$ cat config.mk
export PLATFORM = sky130hd
export DESIGN_NAME = mux_scan_ctrl
export DESIGN_NICKNAME = d
export VERILOG_FILES = /design/src/rtl/mux_scan_ctrl.sv
export SDC_FILE = /design/constraint.sdc
export NUM_CORES = 1
export LEC_CHECK = 0
export ABC_CLOCK_PERIOD_IN_PS = 8800
export CAP_MARGIN = 10
export CORE_ASPECT_RATIO = 1.5
export CORE_MARGIN = 2
export CORE_UTILIZATION = 65
export DETAILED_ROUTE_END_ITERATION = 8
export PLACE_DENSITY = 0.93
export REMOVE_ABC_BUFFERS = 1
export SYNTH_ARGS = -nofsm -noshare
export SYNTH_HDL_FRONTEND = slang
export SYNTH_SLANG_ARGS = --single-unit
$ cat constraint.sdc
create_clock -name clk -period 8.8 [get_ports clk]
set_clock_uncertainty 0.2 [all_clocks]
set_input_delay 2.2 -clock clk [delete_from_list [all_inputs] [get_ports clk]]
set_output_delay 2.2 -clock clk [all_outputs]
set_load 0.1 [all_outputs]
$ cat src/rtl/mux_scan_ctrl.sv
`default_nettype none
// ============================================================================
// Module   : mux_scan_ctrl
// Purpose  : Channel select controller for an 8-way switch multiplexer.
//            Advances the channel from a debounced push button (manual) or a
//            periodic scan timer (auto), skipping channels that are masked
//            off, and registers the selected switch bit.
// Revision : 1.0  initial release
// ============================================================================
module mux_scan_ctrl #(
   parameter int DEBOUNCE_CYCLES = 50000,
   parameter int SCAN_CYCLES     = 5000000
) (
   input  logic       clk,
   input  logic       rst_n,
   input  logic [7:0] sw,
   input  logic       pba,
   input  logic       auto_mode,
   input  logic [7:0] en_mask,
   output logic [2:0] sel,
   output logic       y,
   output logic       sel_chg,
   output logic       none
);

   localparam int c_DB_W   = $clog2(DEBOUNCE_CYCLES);
   localparam int c_ARM_W  = $clog2(DEBOUNCE_CYCLES + 2);
   localparam int c_SCAN_W = $clog2(SCAN_CYCLES);

   localparam logic [c_DB_W-1:0]   c_DB_LAST   = c_DB_W'(DEBOUNCE_CYCLES - 1);
   // Two extra cycles cover the reset value of the synchroniser flops, which
   // reads as "released" before the real button level has propagated.
   localparam logic [c_ARM_W-1:0]  c_ARM_LAST  = c_ARM_W'(DEBOUNCE_CYCLES + 1);
   localparam logic [c_SCAN_W-1:0] c_SCAN_LAST = c_SCAN_W'(SCAN_CYCLES - 1);

   logic                r_sync1;
   logic                r_sync2;
   logic                r_stable;
   logic [c_DB_W-1:0]   r_db_cnt;
   logic [c_ARM_W-1:0]  r_arm_cnt;
   logic                r_armed;
   logic [c_SCAN_W-1:0] r_timer;

   logic                w_db_done;
   logic                w_press;
   logic                w_tick;
   logic                w_advance;
   logic                w_empty;
   logic [2:0]          w_cand;
   logic [2:0]          w_next;
   logic [2:0]          w_sel_next;

   // Debounced level flips this cycle; only a flip to 0 after arming is a press.
   assign w_db_done = (r_sync2 != r_stable) && (r_db_cnt == c_DB_LAST);
   assign w_press   = w_db_done && !r_sync2 && r_armed;
   assign w_tick    = auto_mode && (r_timer == c_SCAN_LAST);
   assign w_advance = w_press || w_tick;
   assign w_empty   = (en_mask == 8'h00);

   // Two-flop synchroniser for the asynchronous button input.
   always_ff @(posedge clk or negedge rst_n) begin
      if (!rst_n) begin
         r_sync1 <= 1'b1;
         r_sync2 <= 1'b1;
      end else begin
         r_sync1 <= pba;
         r_sync2 <= r_sync1;
      end
   end

   // Debouncer: accept a new level once it has persisted for DEBOUNCE_CYCLES.
   always_ff @(posedge clk or negedge rst_n) begin
      if (!rst_n) begin
         r_stable <= 1'b1;
         r_db_cnt <= '0;
      end else if (r_sync2 == r_stable) begin
         r_db_cnt <= '0;
      end else if (r_db_cnt == c_DB_LAST) begin
         r_stable <= r_sync2;
         r_db_cnt <= '0;
      end else begin
         r_db_cnt <= r_db_cnt + c_DB_W'(1);
      end
   end

   // Arm press detection only after the button is seen released long enough,
   // so a button held through reset never counts as a press.
   always_ff @(posedge clk or negedge rst_n) begin
      if (!rst_n) begin
         r_arm_cnt <= '0;
         r_armed   <= 1'b0;
      end else if (!r_sync2) begin
         r_arm_cnt <= '0;
      end else if (r_arm_cnt == c_ARM_LAST) begin
         r_armed   <= 1'b1;
      end else begin
         r_arm_cnt <= r_arm_cnt + c_ARM_W'(1);
      end
   end

   // Scan timer: free-runs in auto mode, restarts on a tick or a press.
   always_ff @(posedge clk or negedge rst_n) begin
      if (!rst_n) begin
         r_timer <= '0;
      end else if (!auto_mode || w_press || w_tick) begin
         r_timer <= '0;
      end else begin
         r_timer <= r_timer + c_SCAN_W'(1);
      end
   end

   // Next enabled channel above sel with wrap; smallest distance wins.
   always_comb begin
      w_next = sel;
      w_cand = sel;
      for (int k = 7; k >= 1; k--) begin
         w_cand = sel + 3'(k);
         if (en_mask[w_cand]) begin
            w_next = w_cand;
         end
      end
   end

   // Select update: forced move off a disabled channel, else move on an event.
   always_comb begin
      w_sel_next = sel;
      if (!w_empty && (!en_mask[sel] || w_advance)) begin
         w_sel_next = w_next;
      end
   end

   // Output registers; y tracks the channel selected on this same edge.
   always_ff @(posedge clk or negedge rst_n) begin
      if (!rst_n) begin
         sel     <= 3'd0;
         y       <= 1'b0;
         sel_chg <= 1'b0;
         none    <= 1'b0;
      end else begin
         sel     <= w_sel_next;
         y       <= w_empty ? 1'b0 : sw[w_sel_next];
         sel_chg <= (w_sel_next != sel);
         none    <= w_empty;
      end
   end

endmodule
`default_nettype wire

Word-level counts from Yosys, hierarchy flattened:

Cells that the tools add are included.

* flip-flop bits (word level): 65
* bits in latches: 0
* memory bits (writable): 0
* memory bits (read-only): 0
* output and inout port bits: 6
* word-level logic and storage cells: 86
* memories kept: 0

* $add $sub $neg: 10
* multipliers: 0
* div/mod/pow operators: 0
* magnitude comparators: 9
* eq/ne operators: 7
* shifts and indexed selects: 0
* multiplexer cells: 32
* bitwise operators: 1
* reduce and logical (&&, ||, !) cells: 16

Operator list (number)
* 16-bit two-way mux: 4
* 3-bit by 4-bit < comparator with 1-bit output (second input constant): 9
* 16-bit by 1-bit adder with 16-bit output (second input constant): 2
* 16-bit == test (second input constant): 2
* 1-bit binary-select mux with 3-bit select: 9
* 3-bit two-way mux: 8
* 23-bit by 1-bit adder with 23-bit output (second input constant): 1
* 23-bit == test (second input constant): 1
* 23-bit two-way mux: 1
* 3-bit adder (second input constant): 4
* 1-bit two-way mux: 10
* 8-bit logical NOT: 1
* 3-bit by 2-bit adder with 3-bit output (second input constant): 2
* 1-bit logical AND: 5
* 1-bit logical NOT: 4
* 1-bit logical OR: 4
* 2-bit AND reduction: 2
* 3-bit by 1-bit adder with 3-bit output (second input constant): 1
* 3-bit != test: 1
* 2-bit != test (second input constant): 1
* 1-bit == test: 1
* 1-bit != test: 1
* 1-bit inverter: 1

Longest topological paths before layout:

* depth in word-level cells: 14
* mapped depth: 14
* depth with buffers taken out: 10

Worst setup path before layout:

OpenSTA, ideal clock, no wires.

* path type: input -> register
* from: input port en_mask[4]
* to: register y
* setup time: 0.118 ns
* data arrival time: 4.311 ns
* data required time: 8.482 ns
* path slack: 4.171 ns
* stages: 8
* path buffers: 0
* cell sequence: mux4_2 a221oi_1 a21oi_1 a31oi_2 a221oi_4 or3_1 o32a_1 a2bb2o_4

* word-level cells in the longest chain between the ends: 13
* elaborated cells between the ends (all ways): 32
* classes of those cells: mux: 27; reduce/logical: 5

RTL lines
* start, declared: RTL line 19 `input logic [7:0] en_mask,`
* 1-bit binary-select mux with 3-bit select: RTL line 118 `if (en_mask[w_cand]) begin`
* 1-bit two-way mux (not written as such): RTL line 118
* 3-bit two-way mux (7 in series): RTL line 118
* 3-bit two-way mux (*): RTL line 127 `if (!w_empty && (!en_mask[sel] || w_advance)) begin`
* named net w_sel_next[2]: RTL line 51 `logic [2:0] w_sel_next;`
* 1-bit binary-select mux with 3-bit select (*): RTL line 141 `y <= w_empty ? 1'b0 : sw[w_sel_next];`
* 1-bit two-way mux (not written as such) (*): RTL line 141
* 1-bit two-way mux (*): RTL line 141
* end signal, assigned: RTL line 141
* end, declared: RTL line 21 `output logic y,`

Mark *: on every way through the listed nets, which the timed path passes. The rest lies on a longest branch. The select of a mux whose other input is x is not followed.
A chain may end at the register's enable or synchronous reset.

Worst setup path after layout:

* from: input port en_mask[3]
* to: register y

The elaborated chain is that of the path after synthesis.

==> flow_metrics.env <==
export IMPL_fillCellCount=390
export IMPL_postCtsSetupRepairBufs=0
export IMPL_hold_path_class="flop to flop"
export IMPL_detail_route_antenna_nets=0
export IMPL_synth_top_area_share_pct=35.5
export IMPL_critical_path_arrival_ns=5.20
export IMPL_async_flop_share_pct=100
export IMPL_crit_type="primary input to flop"
export IMPL_p_per_area_nw_per_um2=349
export IMPL_ctsHoldBuffers=0
export IMPL_synth_flop_cell="dfrtp_1"
export IMPL_via_per_inst=6.63
export IMPL_cts_sinks=65
export IMPL_drv_cap=0
export IMPL_slew_violations=0
export IMPL_ys_top_cells_by_area="dfrtp_1, xor2_1, nor2_1, mux4_2, xnor2_1"
export IMPL_synthesis_area_sq_um=4370
export IMPL_mostFrequentLayoutCells="nor2_1, dfrtp_1, xor2_1, nand2_1, nand3_1"
export IMPL_startpoint="en_mask[3]"
export IMPL_die_w_um=71.0
export IMPL_leakagePower_nw=2.04
export IMPL_slew_headroom_pct=32.4
export IMPL_cts_clk_slew_worst_paths_ns=0.07
export IMPL_ys_warn_count=0
export IMPL_worstSetupEndpointType="flop"
export IMPL_area_growth_synth_to_final_pct=12.5
export IMPL_synth_top_family_by_area="simple AND/OR/NAND/NOR gates"
export IMPL_rows=36
export IMPL_diodes=0
export IMPL_antenna_found_initial=0
export IMPL_cts_resized=0
export IMPL_drt_iter0_drc=325
export IMPL_place_ws_ns=3.36
export IMPL_gp_congestion=0.984
export IMPL_synth_simple_area_share_pct=24.0
export IMPL_critPathMaxFanout=8
export IMPL_fmax_mhz=193
export IMPL_avgRoutedWirePerCell_um=18.1
export IMPL_seq_area_frac_synth_pct=37.3
export IMPL_synth_area_per_cell_sq_um=9.63
export IMPL_synth_cell_types=81
export IMPL_clk_path_buf_depth=2
export IMPL_rr_startpoint="sel[0]"
export IMPL_fin_ws_ns=3.63
export IMPL_hold_viol=0
export IMPL_placedCellCount=542
export IMPL_grt_max_degree=66
export IMPL_final_nets=503
export IMPL_layout_commonest_cell="nor2_1"
export IMPL_synth_xor_area_share_pct=10.6
export IMPL_dieArea_sq_um=7410
export IMPL_synthMuxAreaShare_pct=10.9
export IMPL_final_area_sq_um=4920
export IMPL_ys_seq_elements=65
export IMPL_grt_pass1_wl_um=17100
export IMPL_synth_area_leader_cell="dfrtp_1"
export IMPL_gr_total_overflow=0
export IMPL_clk_insertion_delay_late_ns=0.35
export IMPL_io_buffers=25
export IMPL_core_sq_um=6490
export IMPL_setup_tns_ns=0
export IMPL_min_delay_start="r_sync1"
export IMPL_timing_final_crit_share_pct=58.8
export IMPL_die_h_um=104
export IMPL_postPlaceCellArea_sq_um=4640
export IMPL_status="finished, final reports clean"
export IMPL_post_route_min_period_ns=5.17
export IMPL_cts_tree="done"
export IMPL_grtUsageTotal_pct=28.6
export IMPL_synth_adder_area_share_pct=1.72
export IMPL_cts_buffers=9
export IMPL_vias=3700
export IMPL_postLayoutCoreUtil_pct=75.8
export IMPL_synth_compound_area_share_pct=12.3
export IMPL_postSynthCellCount=454
export IMPL_final_layout_size_suffix_gt1_share_pct=11.8
export IMPL_setup_viol=0
export IMPL_cts_root_buf="clkbuf_8"
export IMPL_synth_edf_count=0
export IMPL_rsz0062_at_grt="no"
export IMPL_cp_required_ns=8.83
export IMPL_worstMarginPinSlew_ns=1.01
export IMPL_routed_wirelength_um=10100
export IMPL_cts_htree_levels=3
export IMPL_io_pins=26
export IMPL_first_pass_iters=5
export IMPL_grt_pass1_vias=3667
export IMPL_start_kind="primary input"
export IMPL_dp_hpwl_um=6840
export IMPL_initial_core_util_pct=67.4
export IMPL_instances_no_fill=558
export IMPL_peakVddDrop_mv=0.380
export IMPL_remaining_drc_errors=0
## logic make-up (layout without fill, tap and decap cells)
| logic type | after synthesis | after routing |
|---|---|---|
| and+or+nand+nor | 204 | 204 |
| xor gates and xnor gates | 53 | 53 |
| muxes | 35 | 35 |
| AOI/OAI and AO/OA | 63 | 63 |
| buffers and inverters | 28 | 56 |
| adders and majority gates | 6 | 6 |
| DFF | 65 | 65 |
## path summary, 6_finish.rpt
check / end / slack (ns) / cells after the start
worst max-delay path: y / 3.63 / 9
worst min-delay path: r_sync2 / 0.16 / 0
worst max register to register: y / 4.45 / 11
worst min register to register: r_sync2 / 0.16 / 0
max in group asynchronous: r_db_cnt[8] / 6.05 / 2
min in group asynchronous: r_arm_cnt[13] / 1.80 / 2
## registers in the layout, summed over array words and instances, names as in the netlist
name,count
r_timer,23
r_arm_cnt,16
r_db_cnt,16
sel,3
none,1
r_armed,1
r_stable,1
r_sync1,1
r_sync2,1
sel_chg,1
y,1
## critical path, stage by stage
cell and delay (ns):
clkdlybuf4s50_1 0.52, mux4_2 0.56, nor2b_1 0.18, o41ai_1 0.48, a31oi_2 0.22, a221oi_4 0.42, o2111ai_1 0.23, o32ai_2 0.17
a2bb2o_4 0.24
## layer usage
metal / wire [um] / GRT usage, % / part of all wire (%)
met5: 0 / 0 / 0
met4: 408 / 14.0 / 4.0
met3: 385 / 4.84 / 3.8
met2: 5460 / 49.9 / 54
met1: 3840 / 33.3 / 38
## final cells by class
class,count,area [sq um],share of cell area [%]
Multi-Input combinational cell,361,2610,53.0
Sequential cell,65,1630,33.1
Timing Repair Buffer,28,268,5.44
Clock buffer,10,138,2.80
Clock inverter,6,138,2.80
Tap cell,76,95.1,1.93
Inverter,12,45.0,0.916
## synthesized netlist by cell type (3+ instances only)
| cell type | n |
|---|---|
| dfstp_2 | 3 |
| nor2b_1 | 3 |
| buf_2 | 3 |
| or4b_1 | 3 |
| dfrtp_1 | 62 |
| a211oi_1 | 3 |
| xnor2_1 | 20 |
| o21ai_0 | 6 |
| xor2_1 | 33 |
| mux2_1 | 3 |
| mux2_2 | 5 |
| a21boi_0 | 6 |
| inv_1 | 8 |
| o211ai_1 | 3 |
| ha_1 | 6 |
| nand3_1 | 28 |
| nor2_1 | 72 |
| clkbuf_1 | 8 |
| a21oi_1 | 7 |
| a22oi_1 | 3 |
| or4_1 | 5 |
| nand2_1 | 30 |
| nor4_1 | 3 |
| a21o_1 | 3 |
| mux4_2 | 8 |
| inv_2 | 3 |
| nand4_1 | 9 |
| nor4bb_1 | 3 |
| nor3_1 | 11 |
| and3_1 | 15 |
| mux2i_1 | 17 |
| or3_1 | 4 |
## report_power, final
part / leakage [nW] / total [mW] / switching [mW] / internal, mW
Combinational: 1.02 / 1.03 / 0.616 / 0.413
Clock: 0.137 / 0.346 / 0.120 / 0.226
Sequential: 0.878 / 0.340 / 0.0220 / 0.318
## stage by stage
step                      hold slack [ns]  power [mW]
after floorplan                     0.145        1.14
after global placement              0.150        1.31
after detailed placement            0.150        1.34
after CTS                           0.164        1.69
after global routing                0.169        1.81
final                               0.161        1.72
No activity file was read; power rests on OpenSTA's default activity.
